### config.mk
export PLATFORM = sky130hd
export DESIGN_NAME = cfg_chain_loader
export DESIGN_NICKNAME = d
export VERILOG_FILES = /design/src/rtl/cfg_pkg.sv /design/src/rtl/cfg_serdes_bit.sv /design/src/rtl/cfg_chain_loader.sv
export SDC_FILE = /design/constraint.sdc
export NUM_CORES = 1
export LEC_CHECK = 0
export ABC_AREA = 1
export ABC_CLOCK_PERIOD_IN_PS = 2100
export CAP_MARGIN = 20
export CORE_UTILIZATION = 54
export DETAILED_ROUTE_END_ITERATION = 12
export GPL_TIMING_DRIVEN = 0
export PLACE_DENSITY = 0.88
export SLEW_MARGIN = 0
export SYNTH_ARGS = -nofsm -noshare
export SYNTH_HDL_FRONTEND = slang
export SYNTH_SLANG_ARGS = --single-unit
### constraint.sdc
create_clock -name clk -period 2.1 [get_ports clk]
set_input_delay 0.42 -clock clk [delete_from_list [all_inputs] [get_ports clk]]
set_output_delay 0.42 -clock clk [all_outputs]
set_load 0.02 [all_outputs]
### src/rtl/cfg_pkg.sv
// Shared types and default sizes for the serial configuration chain loader.
package cfg_pkg;

  typedef enum logic [1:0] {
    IDLE  = 2'd0,
    LOAD  = 2'd1,
    FLUSH = 2'd2
  } cfg_state_t;

  localparam int CFG_WORD_W   = 8;
  localparam int LEI_CFG_BITS = 48;

endpackage

### src/rtl/cfg_serdes_bit.sv
// One-word PISO/SIPO pair: the transmit register feeds the chain head MSB-first,
// the receive register collects bits from the chain tail into the LSB.
module cfg_serdes_bit
  import cfg_pkg::*;
#(
  parameter int WORD_W = CFG_WORD_W
) (
  input  logic              clk,
  input  logic              nrst,
  input  logic              load,
  input  logic [WORD_W-1:0] load_data,
  input  logic              shift,
  input  logic              clr,
  input  logic              sin,
  output logic              sout,
  output logic [WORD_W-1:0] rx_word
);

  logic [WORD_W-1:0] tx_buf;
  // Only WORD_W-1 bits need storing: the newest bit comes straight from sin.
  logic [WORD_W-2:0] rx_buf;

  always_ff @(posedge clk or negedge nrst) begin
    if (!nrst) begin
      tx_buf <= '0;
      rx_buf <= '0;
    end else begin
      // NOTE: non-blocking assignments so every register samples pre-edge values.
      if (load)       tx_buf <= load_data;
      else if (shift) tx_buf <= {tx_buf[WORD_W-2:0], 1'b0};

      if (clr)        rx_buf <= '0;
      else if (shift) rx_buf <= rx_word[WORD_W-2:0];
    end
  end

  assign sout    = tx_buf[WORD_W-1];
  assign rx_word = {rx_buf, sin};

endmodule

### src/rtl/cfg_chain_loader.sv
// Master end of the config chain: serialises written words into the chain head
// and returns the bits falling out of the tail as readback words.
module cfg_chain_loader
  import cfg_pkg::*;
#(
  parameter int WORD_W    = CFG_WORD_W,
  parameter int CHAIN_LEN = LEI_CFG_BITS
) (
  input  logic              clk,
  input  logic              nrst,
  input  logic              start,
  input  logic [WORD_W-1:0] wr_data,
  input  logic              wr_valid,
  output logic              wr_ready,
  output logic [WORD_W-1:0] rd_data,
  output logic              rd_valid,
  input  logic              rd_ready,
  output logic              cfg_en,
  output logic              cfg_shift,
  output logic              cfg_din,
  input  logic              cfg_dout,
  output logic              busy,
  output logic              done
);

  localparam int NWORDS = CHAIN_LEN / WORD_W;
  localparam int BIT_W  = $clog2(CHAIN_LEN + 1);
  localparam int CNT_W  = $clog2(WORD_W + 1);
  localparam int WRD_W  = $clog2(NWORDS + 1);

  if (CHAIN_LEN % WORD_W != 0) begin : g_len_chk
    $error("cfg_chain_loader: CHAIN_LEN must be a multiple of WORD_W");
  end

  cfg_state_t        state;
  logic [BIT_W-1:0]  bit_cnt;
  logic [CNT_W-1:0]  tx_cnt;
  logic [CNT_W-1:0]  rx_cnt;
  logic [WRD_W-1:0]  words_in;
  logic [WORD_W-1:0] rx_word;
  logic              shift_now;
  logic              wr_fire;
  logic              rd_fire;
  logic              rx_full;
  logic              start_fire;

  // A readback word the consumer has not taken freezes the whole chain.
  assign shift_now  = (state == LOAD) && (tx_cnt != '0) && !(rd_valid && !rd_ready);
  assign wr_ready   = (state == LOAD) && (words_in < WRD_W'(NWORDS)) &&
                      ((tx_cnt == '0) || ((tx_cnt == CNT_W'(1)) && shift_now));
  assign wr_fire    = wr_valid && wr_ready;
  assign rd_fire    = rd_valid && rd_ready;
  assign rx_full    = shift_now && (rx_cnt == CNT_W'(WORD_W - 1));
  assign start_fire = (state == IDLE) && start;
  assign cfg_shift  = shift_now;
  assign done       = (state == FLUSH) && rd_fire;

  cfg_serdes_bit #(.WORD_W(WORD_W)) u_serdes (
    .clk      (clk),
    .nrst     (nrst),
    .load     (wr_fire),
    .load_data(wr_data),
    .shift    (shift_now),
    .clr      (start_fire),
    .sin      (cfg_dout),
    .sout     (cfg_din),
    .rx_word  (rx_word)
  );

  always_ff @(posedge clk or negedge nrst) begin
    if (!nrst) begin
      state    <= IDLE;
      bit_cnt  <= '0;
      tx_cnt   <= '0;
      rx_cnt   <= '0;
      words_in <= '0;
      rd_data  <= '0;
      rd_valid <= 1'b0;
      cfg_en   <= 1'b0;
      busy     <= 1'b0;
    end else begin
      unique case (state)
        IDLE: begin
          if (start) begin
            state    <= LOAD;
            cfg_en   <= 1'b1;
            busy     <= 1'b1;
            bit_cnt  <= '0;
            tx_cnt   <= '0;
            rx_cnt   <= '0;
            words_in <= '0;
          end
        end
        LOAD: begin
          // A word accepted on its predecessor's last bit refills without a gap.
          if (wr_fire) begin
            tx_cnt   <= CNT_W'(WORD_W);
            words_in <= words_in + 1'b1;
          end else if (shift_now) begin
            tx_cnt   <= tx_cnt - 1'b1;
          end
          if (shift_now) begin
            bit_cnt <= bit_cnt + 1'b1;
            rx_cnt  <= rx_full ? '0 : rx_cnt + 1'b1;
            if (bit_cnt == BIT_W'(CHAIN_LEN - 1)) state <= FLUSH;
          end
        end
        FLUSH: begin
          if (rd_fire) begin
            state  <= IDLE;
            cfg_en <= 1'b0;
            busy   <= 1'b0;
          end
        end
        default: state <= IDLE;
      endcase

      if (rx_full) begin
        rd_data  <= rx_word;
        rd_valid <= 1'b1;
      end else if (rd_ready) begin
        rd_valid <= 1'b0;
      end
    end
  end

endmodule

# After elaboration in Yosys (flattened, before gate mapping)

Index checks and enable logic that the tools add are counted.
W data, S select, Z words.

Output and inout bits: 15
Flip-flop bits (word level): 44
Bits of input ports: 14
Word-level logic and storage cells: 80

Reduce and logical (&&, ||, !) cells: 27
Order comparisons: 1
Equality and inequality tests: 11
Add/subtract/negate cells: 4
Mux-type cells: 27

Operators by type and width:

| kind                  | number |
|---|---|
| $mux W4               | 5 |
| $mux W8               | 2 |
| $pmux W4 S2           | 2 |
| $mux W7               | 2 |
| $mux W6               | 2 |
| $pmux W6 S2           | 1 |
| $reduce_and A3 Y1     | 4 |
| $logic_and A1 B1 Y1   | 11 |
| $reduce_bool A2 Y1    | 5 |
| $mux W2               | 4 |
| $add A6 B1 Y6 const B | 1 |
| $eq A6 B6 Y1 const B  | 1 |
| $mux W3               | 2 |
| $ne A2 B2 Y1 const B  | 3 |
| $pmux W2 S3           | 1 |
| $pmux W3 S2           | 1 |
| $add A4 B1 Y4 const B | 1 |
| $eq A4 B1 Y1 const B  | 1 |
| $eq A4 B3 Y1 const B  | 1 |
| $logic_not A4 Y1      | 1 |
| $mux W1               | 4 |
| $ne A2 B1 Y1 const B  | 2 |
| $reduce_and A4 Y1     | 1 |
| $reduce_bool A4 Y1    | 1 |
| other kinds (10)      | 11 |

# Logic depth before layout (Yosys ltp)

Gate-level depths: netlist of the first run.

Word-level depth: 10
Mapped depth: 11
Depth with buffers taken out: 11

# By module

A second synthesis of the first run with hierarchy kept.

Cell total of the unflattened synthesis: 256
Area, all modules: 2189.6 um2

Modules (own cells, without submodules):

| module           | sequential area each (um2) | area each (um2) | cells an instance | instances |
|---|---|---|---|---|
| cfg_chain_loader | 725.7                      | 1497.7          | 181               | 1 |
| cfg_serdes_bit   | 375.4                      | 691.9           | 75                | 1 |

# Worst setup path after synthesis of the first run

OpenSTA, ideal clock, no wires.

Path type: register to output
From: register tx_cnt[0]
To: output port wr_ready
Data arrival time: 1.330 ns
Stages on the path, launching flop included: 5
Buffers on the path: 0
Required time: 1.680 ns
Slack: 0.350 ns
Cell sequence: dfrtp_1 > inv_1 > ha_1 > nand3_1 > a21boi_0

Cells in the longest elaborated chain, start to end: 6
Elaborated cells on any way between the ends: 8
Those cells by class: eq/ne (1); reduce/logical (7)

Ends and longest elaborated chain:

| item                              | line                    | source |
|---|---|---|
| start: declaration                | cfg_chain_loader.sv:37  | `logic [CNT_W-1:0] tx_cnt;` |
| start signal: assignment          | cfg_chain_loader.sv:97  | `tx_cnt <= CNT_W'(WORD_W);` |
| start signal: assignment          | cfg_chain_loader.sv:100 | `tx_cnt <= tx_cnt - 1'b1;` |
| $reduce_bool A4 Y1                | cfg_chain_loader.sv:48  | `assign shift_now = (state == LOAD) && (tx_cnt != '0) && !(rd_valid && !rd_ready);` |
| $logic_and A1 B1 Y1 (2 in series) | cfg_chain_loader.sv:48  |  |
| $logic_and A1 B1 Y1               | cfg_chain_loader.sv:50  | `((tx_cnt == '0) \|\| ((tx_cnt == CNT_W'(1)) && shift_now));` |
| $logic_or A1 B1 Y1 *              | cfg_chain_loader.sv:50  |  |
| $logic_and A1 B1 Y1 *             | cfg_chain_loader.sv:49  | `assign wr_ready = (state == LOAD) && (words_in < WRD_W'(NWORDS)) &&` |
| end: declaration                  | cfg_chain_loader.sv:14  | `output logic wr_ready,` |

Every way passes the cells marked *; elsewhere a longest branch is shown, timed or not.

# Worst setup path in the final report of the first run

From: input port rd_ready
To: output port done

Cells in the longest elaborated chain, start to end: 2

Ends and longest elaborated chain:

| item                | line                   | source |
|---|---|---|
| start: declaration  | cfg_chain_loader.sv:17 | `input logic rd_ready,` |
| $logic_and A1 B1 Y1 | cfg_chain_loader.sv:52 | `assign rd_fire = rd_valid && rd_ready;` |
| $logic_and A1 B1 Y1 | cfg_chain_loader.sv:56 | `assign done = (state == FLUSH) && rd_fire;` |
| end: declaration    | cfg_chain_loader.sv:23 | `output logic done` |

Every way passes these cells.

==> metrics.md, run 1 <==
| Metric | Value |
|---|---|
| Status | `finished clean` |
| Grt peak-use layer | `met2` |
| Critical Path AT | `around 1.6 ns` |
| PwrDens | `approximately 1500 mW/mm^2` |
| Tmin final | `~2.0 ns` |
| Largest net degree at the start of global routing | `37` |
| Synth Area in Compound Gates | `between 10% and 20%` |
| Met3 usage | `under 10%` |
| Static leakage | `0.00129 uW` |
| CTS max path bufs | `2` |
| Share of the synthesized area in the top cell type | `50.5%` |
| Part of the power in combinational logic | `~51%` |
| GR Util met1 | `a little under a third` |
| Clock power share | `between 10% and 20%` |
| GRT Residual Overflow | `0` |
| # nets final | `between 300 and 400` |
| Crit Path Class | `in -> out` |
| Initial antenna violation count | `0` |
| Unique masters post-synth | `30` |
| Post-Place Cell Area | `between 0.002 and 0.003 sq mm` |
| Final ANT Viol Nets | `0` |
| Area contributors post-synth | `dfrtp_1 51%, nand2_1 10%, nand3_1 6.4%, inv_1 5.3%, o21ai_0 4.4%` |
| Fmax achieved | `499 MHz` |
| Worst path slowest cell | `clkdlybuf4s50_1` |
| CTS clk-pin slew, worst paths | `approximately 0.070 ns` |
| Syn_nets | `approximately 270` |
| # Max-Cap Violations | `0` |
| Root buffer cell | `clkbuf_8` |
| Most common cell in the netlist | `nand2_1` |
| RSZ-0062 raised after global routing | `false` |
| Pint | `2230 uW` |
| Post-synth EDFFs | `0` |
| Placed cell count | `~320` |
| Post-Route Setup TNS | `0 ns` |
| Avg WL per Cell | `~13 um` |
| CTS tree | `yes` |
| Crit path buffers/inverters | `3` |
| Antenna cells | `0` |
| Net Switching | `approximately 1800 uW` |
| Hold crit path type | `reg -> reg` |
| Element type at the critical path end | `output pin` |
| CP Launch Type | `primary input` |
| Full die area | `between 0.004 and 0.005 sq mm` |
| H-tree level count | `2` |
| Slew Limit Fails | `0` |
| Main combinational cell family by area after synthesis | `simple AND/OR/NAND/NOR gates` |
| Worst path cell trace | `clkdlybuf4s50_1 -> inv_1 -> nor4_2 -> clkdlybuf4s15_2` |
| CTS buffer count | `5` |
| Post-synthesis xor/xnor area fraction | `about 2%` |
| HPWL after detailed placement | `roughly 3000 um` |
| Final cell count without fillers | `331` |
| DRT iter0 DRCs | `around 130` |
| Detail-routed via count per cell | `between 5 and 6` |
| CP required | `1.68 ns` |
| Synth Register Bits | `44` |
| Rel. slew slack | `between 70% and 80%` |
| Post-route cell area | `0.00264 sq mm` |
| Adder-Cell Fraction of Synth Area | `roughly 3.4%` |
| Core Box Area | `~0.0038 sq mm` |
| Predominant post-synthesis flop cell | `dfrtp_1` |
| Sw frac | `between 40 and 50%` |
| Die width | `65.5 um` |
| Mapped Avg Cell Area | `between 8 and 9 sq um` |
| Post-synthesis cell count | `about 250` |
| Mux share of post-synthesis cell area | `0%` |
| Number of core rows | `22` |
| Max VDD drop | `between 0.8 and 0.9 mV` |
| Synth top cells by count | `58 x nand2_1, 44 x dfrtp_1, 31 x inv_1` |
| Clock Skew | `0.00767 ns` |
| Slew @ Worst Pin | `0.438 ns` |
| Area leader, netlist | `dfrtp_1` |
| I/O Buffers | `28` |
| Worst-path maximum fanout | `3` |
| Initial DRT Pass Iterations | `4` |
| Sequential fraction of the synthesis area | `around half` |
| Proportion of layout cells with a drive suffix above 1 | `between 10% and 20%` |
| Asr flop ratio synth | `between 90% and 100%` |
| Synth Cell Area | `0.00218 sq mm` |
| Starting Density | `a little under 60%` |
| Sequential Power Share | `35.7%` |
| Vias in the first global route | `1,664` |
| Top delay family on crit path | `buffers and inverters` |
| Skew-Pair Late Insertion Delay | `0.29 ns` |
| First-pass GRT wire length | `about 7500 um` |
| Synth Area in Simple Gates | `24.6%` |
| Clock sink total | `44` |
| # setup viols final | `0` |
| Die Ht | `around 66 um` |
| Final hold vios | `0` |
| Routability cong. | `~0.8` |
| DRC | `0` |
| Final Cycle Share | `between 90% and 100%` |
| Post-Route WL | `between 4000 and 5000 um` |
| Hold WS | `between 0.4 and 0.5 ns` |
| Top-level I/O count | `29` |
| Util after Layout | `roughly 70%` |
| Tot GR Track Use | `between 20% and 30%` |
| Layout area overhead | `21.3%` |
| Slowest cell delay on critical path | `between 0.5 and 0.6 ns` |
| Met2 global-route usage | `a little under two fifths` |
| Synth warn | `0` |
| Vias post-DR | `between 1,500 and 2,000` |
## through the flow
step,power (uW),setup WS [ns]
global route,4360,0.0190
detailed placement,3460,-0.524
floorplan,2860,0.350
global placement,3370,-0.568
finish,4010,0.0942
CTS,4020,0.0105
## routing by layer
metal	up-vias	wire length, um
met1	836	1930
met2	40	2100
met4	0	44
li1	864	-
met5	-	0
met3	7	170
## placed cells by master (no fill, tap or decap), types with 2 or more instances in the layout
cell type and instances:
xor2_1 4, clkdlybuf4s50_1 24, buf_2 3, inv_2 2, inv_1 30, nand3_1 27
o21ai_0 19, a21oi_2 2, ha_1 6, clkbuf_8 6, nand2_2 4, buf_6 2
a21oi_1 4, clkbuf_1 4, nor2_1 13, buf_4 2, o21ai_2 8, nand2_1 58
nand2_4 2, o31ai_1 2, nand4_1 3, dfrtp_1 44
## worst min-delay path: stages (launching register included)
cell and delay, ns:
dfrtp_1 0.35, nand2_1 0.06, nand2_1 0.05
## final cells by class
class,instances,area [sq um]
tap,48,60.1
timing repair buffer,31,304
multi-input combinational,162,917
fill,319,1130
inverter,33,131
sequential,44,1100
clock buffer,8,90.1
buffer,5,37.5
## power groups by stage
stage | clock (uW) | combinational, uW | sequential [uW]
global route | 583 | 2310 | 1470
finish | 537 | 2040 | 1430
floorplan | 0 | 1370 | 1480
CTS | 549 | 2040 | 1430
global placement | 0 | 1950 | 1420
detailed placement | 0 | 2020 | 1440
## sequential cells by signal, indices dropped and copies added (netlist names)
register and cells:
words_in 3, busy 1, bit_cnt 6, u_serdes.tx_buf 8, tx_cnt 4, rd_data 8
state 2, rx_cnt 4, u_serdes.rx_buf 7, rd_valid 1
## final timing paths
| kind | from | to | depth (start not counted) | slack [ns] |
|---|---|---|---|---|
| max in group asynchronous | nrst | rd_data[7]$_DFFE_PN0P_ | 3 | 1.12 |
| worst min-delay path | u_serdes.tx_buf[0]$_DFFE_PN0P_ | u_serdes.tx_buf[0]$_DFFE_PN0P_ | 2 | 0.48 |
| worst min register to register | u_serdes.tx_buf[0]$_DFFE_PN0P_ | u_serdes.tx_buf[0]$_DFFE_PN0P_ | 2 | 0.48 |
| worst max register to register | tx_cnt[0]$_DFFE_PN0P_ | u_serdes.rx_buf[0]$_DFFE_PN0P_ | 8 | 0.22 |
| min in group asynchronous | nrst | rd_valid$_DFFE_PN0P_ | 2 | 0.51 |
| worst max-delay path | rd_ready | done | 4 | 0.09 |
## cells by family after synthesis
group | Yosys count
simple gates | 113
flops | 44
buf+inv | 39
compound gates | 38
fa+ha+maj | 6
xor+xnor | 5
## timing repair
item / 4_1_cts / 5_1_grt
pin swaps: 1 / 0
gates resized for setup: 13 / 4
hold endpoints to repair: 8 / 0
endpoints found under the setup margin: 3 / 3
buffers inserted: 1 / 0
hold buffers: 1 / 0
Note: power is estimated with default switching activity, not from simulation.
==> inputs of run 2 (changes only) <==
--- a/config.mk
+++ b/config.mk
@@ -11,6 +11,7 @@
 export CORE_UTILIZATION = 54
 export DETAILED_ROUTE_END_ITERATION = 12
 export GPL_TIMING_DRIVEN = 0
+export HOLD_SLACK_MARGIN = 0.06
 export PLACE_DENSITY = 0.88
 export SLEW_MARGIN = 0
 export SYNTH_ARGS = -nofsm -noshare
==> results of run 2 <==
No change in the layout: final DEF, timing and power equal those of run 1.
